===== src/rtl/instruction_fetch_unit_pkg.sv =====
// mips_pkg: shared widths, opcode field bounds and fetch state encoding
package mips_pkg;
  localparam int ADDR_WIDTH_DEF = 16;
  localparam int INSTR_WIDTH_DEF = 16;
  localparam logic [3:0] HALT_OP = 4'hF;
  localparam logic [15:0] NOP = 16'h0000;
  localparam int OP_HI = 15;
  localparam int OP_LO = 12;
  typedef enum logic {RUN = 1'b0, HALTED = 1'b1} fetch_state_t;
endpackage


===== src/rtl/instruction_fetch_unit_if.sv =====
// instruction_fetch_unit_if: memory, decode handshake and control signals of the fetch unit
interface instruction_fetch_unit_if
  import mips_pkg::*;
#(
  parameter int ADDR_WIDTH = ADDR_WIDTH_DEF,
  parameter int INSTR_WIDTH = INSTR_WIDTH_DEF
);
  logic [ADDR_WIDTH-1:0] imem_addr;
  logic [INSTR_WIDTH-1:0] imem_instr;
  logic if_valid;
  logic if_ready;
  logic [INSTR_WIDTH-1:0] if_instr;
  logic [ADDR_WIDTH-1:0] if_pc;
  logic [ADDR_WIDTH-1:0] if_pc_plus2;
  logic redirect_valid;
  logic [ADDR_WIDTH-1:0] redirect_pc;
  logic resume;
  logic halted;
  modport master (
    output imem_addr, if_valid, if_instr, if_pc, if_pc_plus2, halted,
    input imem_instr, if_ready, redirect_valid, redirect_pc, resume
  );
  modport slave (
    input imem_addr, if_valid, if_instr, if_pc, if_pc_plus2, halted,
    output imem_instr, if_ready, redirect_valid, redirect_pc, resume
  );
endinterface


===== src/rtl/instruction_fetch_unit_fetch_pc_reg.sv =====
// fetch_pc_reg: program counter with redirect > advance > hold priority
module fetch_pc_reg
  import mips_pkg::*;
#(
  parameter int ADDR_WIDTH = ADDR_WIDTH_DEF,
  parameter logic [ADDR_WIDTH-1:0] RESET_PC = '0
) (
  input  logic                  clk,
  input  logic                  reset,
  input  logic                  redirect,
  input  logic                  advance,
  input  logic [ADDR_WIDTH-1:0] redirect_pc,
  output logic [ADDR_WIDTH-1:0] pc
);
  logic [ADDR_WIDTH-1:0] pc_n;
  // targets are halfword aligned, so bit 0 of a redirect is dropped
  always_comb pc_n = redirect ? {redirect_pc[ADDR_WIDTH-1:1], 1'b0} : advance ? pc + ADDR_WIDTH'(2) : pc;
  // pc register
  always_ff @(posedge clk or posedge reset)
    if (reset) pc <= RESET_PC;
    else pc <= pc_n;
endmodule


===== src/rtl/instruction_fetch_unit.sv =====
// instruction_fetch_unit: PC sequencing, one-entry fetch output stage, redirect flush and halt/resume
module instruction_fetch_unit
  import mips_pkg::*;
#(
  parameter int ADDR_WIDTH = ADDR_WIDTH_DEF,
  parameter int INSTR_WIDTH = INSTR_WIDTH_DEF,
  parameter logic [ADDR_WIDTH-1:0] RESET_PC = '0,
  parameter logic [3:0] HALT_OPCODE = HALT_OP
) (
  input logic clk,
  input logic reset,
  instruction_fetch_unit_if.master bus
);
  fetch_state_t state, state_n;
  logic valid_n, halted_n, load, free;
  logic [ADDR_WIDTH-1:0] pc;
  fetch_pc_reg #(.ADDR_WIDTH(ADDR_WIDTH), .RESET_PC(RESET_PC)) u_pc (
    .clk(clk),
    .reset(reset),
    .redirect(bus.redirect_valid),
    .advance(load),
    .redirect_pc(bus.redirect_pc),
    .pc(pc)
  );
  assign bus.imem_addr = pc;
  assign free = !bus.if_valid || bus.if_ready;
  // redirect flushes first; otherwise RUN fetches into a free stage, HALTED drains then waits for resume
  always_comb begin
    state_n = state;
    valid_n = bus.if_valid;
    load = 1'b0;
    if (bus.redirect_valid) begin
      state_n = RUN;
      valid_n = 1'b0;
    end else if (state == RUN && free) begin
      load = 1'b1;
      valid_n = 1'b1;
      state_n = bus.imem_instr[OP_HI:OP_LO] == HALT_OPCODE ? HALTED : RUN;
    end else if (state == HALTED && bus.if_valid && bus.if_ready) begin
      valid_n = 1'b0;
    end else if (state == HALTED && !bus.if_valid && bus.resume) begin
      state_n = RUN;
    end
    halted_n = state_n == HALTED && !valid_n;
  end
  // control state: fsm state, stage occupancy and halted flag
  always_ff @(posedge clk or posedge reset)
    if (reset) begin
      state <= RUN;
      bus.if_valid <= 1'b0;
      bus.halted <= 1'b0;
    end else begin
      state <= state_n;
      bus.if_valid <= valid_n;
      bus.halted <= halted_n;
    end
  // output stage payload, loaded only on a fetch
  always_ff @(posedge clk or posedge reset)
    if (reset) begin
      bus.if_instr <= INSTR_WIDTH'(NOP);
      bus.if_pc <= '0;
      bus.if_pc_plus2 <= '0;
    end else if (load) begin
      bus.if_instr <= bus.imem_instr;
      bus.if_pc <= pc;
      bus.if_pc_plus2 <= pc + ADDR_WIDTH'(2);
    end
endmodule


===== src/flat_wrapper.sv =====
// flat-port wrapper written by rule: the top's interface ports become plain ports
module instruction_fetch_unit_flat import mips_pkg::*;
#(
  parameter int ADDR_WIDTH = ADDR_WIDTH_DEF,
  parameter int INSTR_WIDTH = INSTR_WIDTH_DEF,
  parameter logic [ADDR_WIDTH-1:0] RESET_PC = '0,
  parameter logic [3:0] HALT_OPCODE = HALT_OP
)
  (clk, reset, bus_imem_addr, bus_if_valid, bus_if_instr, bus_if_pc, bus_if_pc_plus2, bus_halted, bus_imem_instr, bus_if_ready, bus_redirect_valid, bus_redirect_pc, bus_resume);
  instruction_fetch_unit_if #(.ADDR_WIDTH(ADDR_WIDTH), .INSTR_WIDTH(INSTR_WIDTH)) bus_i ();
  input logic clk;
  input logic reset;
  output wire logic [$bits(bus_i.imem_addr)-1:0] bus_imem_addr;
  output wire logic [$bits(bus_i.if_valid)-1:0] bus_if_valid;
  output wire logic [$bits(bus_i.if_instr)-1:0] bus_if_instr;
  output wire logic [$bits(bus_i.if_pc)-1:0] bus_if_pc;
  output wire logic [$bits(bus_i.if_pc_plus2)-1:0] bus_if_pc_plus2;
  output wire logic [$bits(bus_i.halted)-1:0] bus_halted;
  input wire logic [$bits(bus_i.imem_instr)-1:0] bus_imem_instr;
  input wire logic [$bits(bus_i.if_ready)-1:0] bus_if_ready;
  input wire logic [$bits(bus_i.redirect_valid)-1:0] bus_redirect_valid;
  input wire logic [$bits(bus_i.redirect_pc)-1:0] bus_redirect_pc;
  input wire logic [$bits(bus_i.resume)-1:0] bus_resume;
  assign bus_imem_addr = bus_i.imem_addr;
  assign bus_if_valid = bus_i.if_valid;
  assign bus_if_instr = bus_i.if_instr;
  assign bus_if_pc = bus_i.if_pc;
  assign bus_if_pc_plus2 = bus_i.if_pc_plus2;
  assign bus_halted = bus_i.halted;
  assign bus_i.imem_instr = bus_imem_instr;
  assign bus_i.if_ready = bus_if_ready;
  assign bus_i.redirect_valid = bus_redirect_valid;
  assign bus_i.redirect_pc = bus_redirect_pc;
  assign bus_i.resume = bus_resume;
  instruction_fetch_unit #(.ADDR_WIDTH(ADDR_WIDTH), .INSTR_WIDTH(INSTR_WIDTH), .RESET_PC(RESET_PC), .HALT_OPCODE(HALT_OPCODE)) u_core (.clk(clk), .reset(reset), .bus(bus_i));
endmodule

===== config.mk =====
export PLATFORM = sky130hd
export DESIGN_NAME = instruction_fetch_unit_flat
export DESIGN_NICKNAME = d
export VERILOG_FILES = /design/src/rtl/instruction_fetch_unit_pkg.sv /design/src/rtl/instruction_fetch_unit_if.sv /design/src/rtl/instruction_fetch_unit_fetch_pc_reg.sv /design/src/rtl/instruction_fetch_unit.sv /design/src/flat_wrapper.sv
export SDC_FILE = /design/constraint.sdc
export NUM_CORES = 1
export LEC_CHECK = 0
export ABC_AREA = 1
export CAP_MARGIN = 20
export CORE_UTILIZATION = 30
export CTS_CLUSTER_DIAMETER = 80
export CTS_CLUSTER_SIZE = 28
export DETAILED_ROUTE_END_ITERATION = 8
export PLACE_DENSITY = 0.63
export REMOVE_ABC_BUFFERS = 1
export SLEW_MARGIN = 20
export SYNTH_ARGS = -nofsm -noshare
export SYNTH_HDL_FRONTEND = slang
export SYNTH_SLANG_ARGS = --single-unit
export TNS_END_PERCENT = 10

===== constraint.sdc =====
create_clock -name clk -period 6.1 [get_ports clk]
set_clock_uncertainty 0.15 [all_clocks]
set_input_delay 1.22 -clock clk [delete_from_list [all_inputs] [get_ports clk]]
set_output_delay 1.22 -clock clk [all_outputs]
set_load 0.005 [all_outputs]

==> results.ini <==
[cts]
clk_pin_slew_ns = 0.07
numCtsBuffers = 9
ctsLongestPathBuffers = 2
postCtsHoldBufs = 0
postCtsSetupBuffers = 0
tritoncts_num_sinks = 64
cts.htree.levels = 3
postCtsResizedCells = 0
clockRootBuffer = clkbuf_8
worst_skew_pair.late_latency_ns = 0.34
tritoncts = yes

[setup_path]
cp_max_fo = 56
critical_path.top_delay_family = buffers and inverters
ff2ff_path_depth = 6
crit_top_cell = nand2_2
critical_path_buf_inv_count = 3
rr_startpoint = u_core.bus.if_valid
worstPathCellList = clkdlybuf4s50_1 -> inv_1 -> nand2_2 -> nand2_2 -> nor2_8 -> inv_2 -> nand2_1 -> o21ai_0
worst-setup-path-type = input port to flip-flop
timing.critical_path.arrival_ns = 3.20
required_time_reported_for_the_critical_path_endpoint_ns = 6.13
reg2reg_setup_slack_ns = 3.88
worst_setup_path_end_kind = flip-flop
crit-reg2reg-capture = u_core.bus.if_pc[14]
critical_path.max_stage_delay_ns = 0.56
startpoint_type_of_the_worst_setup_path = input port
crit_slowest_cell = inv_2

[finish]
layout_common_cells = nand2_1, clkdlybuf4s50_1, dfrtp_1
nFillCells = 939
area_growth_pct = 43.9
share_of_post_route_cells_with_drive_strength_above_1_pct = 8.43
final_net_count = 484
instances_no_fill = 580
mostFrequentLayoutCell = nand2_1
insertedDiodeCount = 0

[route]
route.antenna.remaining_nets = 0
detailedRoute.firstPassIterationCount = 4
drt_total_wl_um = 7600
route.detailed.vias_per_inst = 4.42
wire_per_inst_um = 13.1
drcViolationCount = 0
number_of_vias_in_the_routed_layout = 2564
detailedRoute.firstIterationViolations = 56

[global_routing]
maximum_number_of_pins_on_one_net_before_global_route_repair = 65
number_of_global_route_vias_before_repair = 2634
number_of_antenna_violations_at_the_first_check_in_global_routing = 0
grt-ovfl-total = 0
globalRouteTotalUtil_pct = 16.2
grt_pass1_wl_um = 12500

[yosys]
ys_seq_elements = 64
post_synth_inst_count = 347
netlist-cell-type-count = 28
syn_avg_cell_area_um2 = 8.38
synth.cell_area_um2 = 2910
portion_of_the_post_synthesis_area_used_by_sequential_elements_pct = 55.1
synthesis.yosys.warnings = 0

[die]
fp.dieArea_um2 = 10100
core_region_area_um2 = 9330
io_pins = 103
placementRows = 35
initial_core_util_pct = 31.2
chipWidth_um = 100
die_y_um = 100

[min_path]
worst_hold_startpoint = u_core.bus.if_pc[7]
timing.hold.worst.class = flip-flop to flip-flop
holdPathEnd = u_core.bus.if_pc[7]
hold_depth = 2

[job]
cap_violations = 0

[placed_design]
place.detailed.instances = 564
gp_congestion = 0.747
post-dp-hpwl_um = 5040
place.port_buffers = 98

[timing]
slew_violations = 0
final_hold_viol_count = 0
maxClockFrequency_ghz = 0.315
grt_setup_unrepaired = false
timing.final.crit_share_pct = 52.1
fin_tns_setup_ns = 0
worst_pin_slew_ns = 1.03
period_minus_slack_ns = 3.18
worst_case_headroom_to_the_max_slew_limit_pct = 31.2
setup_viol = 0

[pwr]
worst_ir_drop_vdd_uv = 96.3
power.density_nw_per_um2 = 292
cellLeakagePower_uw = 0.00205

[status]
result_of_the_run = finished clean

worst max path at each step:
stage                             from              endpoint  slack [ns]  cells after the start
detailed placement        bus_if_ready  u_core.bus.if_pc[15]        2.50                      7
floorplan                        reset     u_core.bus.halted        3.13                      1
finish                    bus_if_ready  u_core.bus.if_pc[14]        2.92                      8
global route        bus_redirect_valid  u_core.bus.if_pc[13]        2.70                      6
global placement    bus_redirect_valid   u_core.bus.if_pc[4]        2.56                      6
CTS                       bus_if_ready  u_core.bus.if_pc[15]        2.86                      7
layer usage:
metal | vias up | part of all wire (%) | global-route usage, %
li1 | 1261 | - | -
met1 | 1222 | 45 | 19.4
met2 | 72 | 48 | 28.3
met3 | 9 | 4.8 | 3.40
met4 | 0 | 1.4 | 7.02
met5 | - | 0 | 0
tightest hold or removal path, delay by kind of cell (launching register included):
| kind | cells | cell delay (ns) |
|---|---|---|
| flops | 1 | 0.35 |
| simple gates | 2 | 0.09 |
cells in the mapped netlist, drive strengths merged:
cell | number | share of area [%]
o21a | 1 | 0.26
buf | 14 | 3.8
nor3 | 2 | 0.34
o211ai | 2 | 0.52
or2 | 1 | 0.22
nand2 | 164 | 22
dfrtp | 64 | 55
nand4 | 7 | 1.5
a31oi | 1 | 0.22
inv | 34 | 4.4
nor2 | 13 | 2.6
o21ai | 17 | 3.7
xnor2 | 1 | 0.30
o21bai | 2 | 0.65
xor2 | 4 | 1.2
conb | 1 | 0.13
nand3 | 17 | 2.9
a21oi | 1 | 0.17
ha | 1 | 0.43
flip-flops by register name, indices dropped and copies added, names as in the netlist:
name	flops
u_core.bus.if_instr	16
u_core.u_pc.pc	15
u_core.state	1
u_core.bus.halted	1
u_core.bus.if_valid	1
u_core.bus.if_pc	15
u_core.bus.if_pc_plus2	15
cell families after synthesis:
family,after synthesis,share of synthesized area [%]
other,1,0.129
adder cells (fa/ha/maj),1,0.430
AO/OA/AOI/OAI,24,5.51
XOR/XNOR,5,1.51
flip-flops,64,55.1
buffers and inverters,48,8.18
AND/OR/NAND/NOR,204,29.2
power by group:
part           leakage (µW)  switching [µW]  internal, µW
logic               0.00115             118           164
clock network      0.000106             166           241
registers          0.000794            47.3           487
total               0.00205             331           891
stage by stage:
stage	total power (µW)	util (%)	cell area [µm²]	worst slack [ns]	hold slack, ns
floorplan	640	-	2810	3.13	0.309
global placement	822	42.5	3960	2.56	0.302
detailed placement	828	42.5	3960	2.50	0.309
CTS	1250	44.9	4180	2.86	0.326
global route	1300	44.9	4180	2.70	0.341
finish	1220	44.9	4180	2.92	0.323
cell type report:
class / instances / area (µm²) / share of cell area (%)
sequential: 64 / 1600 / 38.3
multi-input combinational: 237 / 1080 / 25.7
inverter: 34 / 128 / 3.05
timing repair buffer: 100 / 996 / 23.8
tap: 129 / 161 / 3.86
clock inverter: 5 / 80.1 / 1.91
clock buffer: 11 / 141 / 3.38
(Power assumes the default switching activity.)
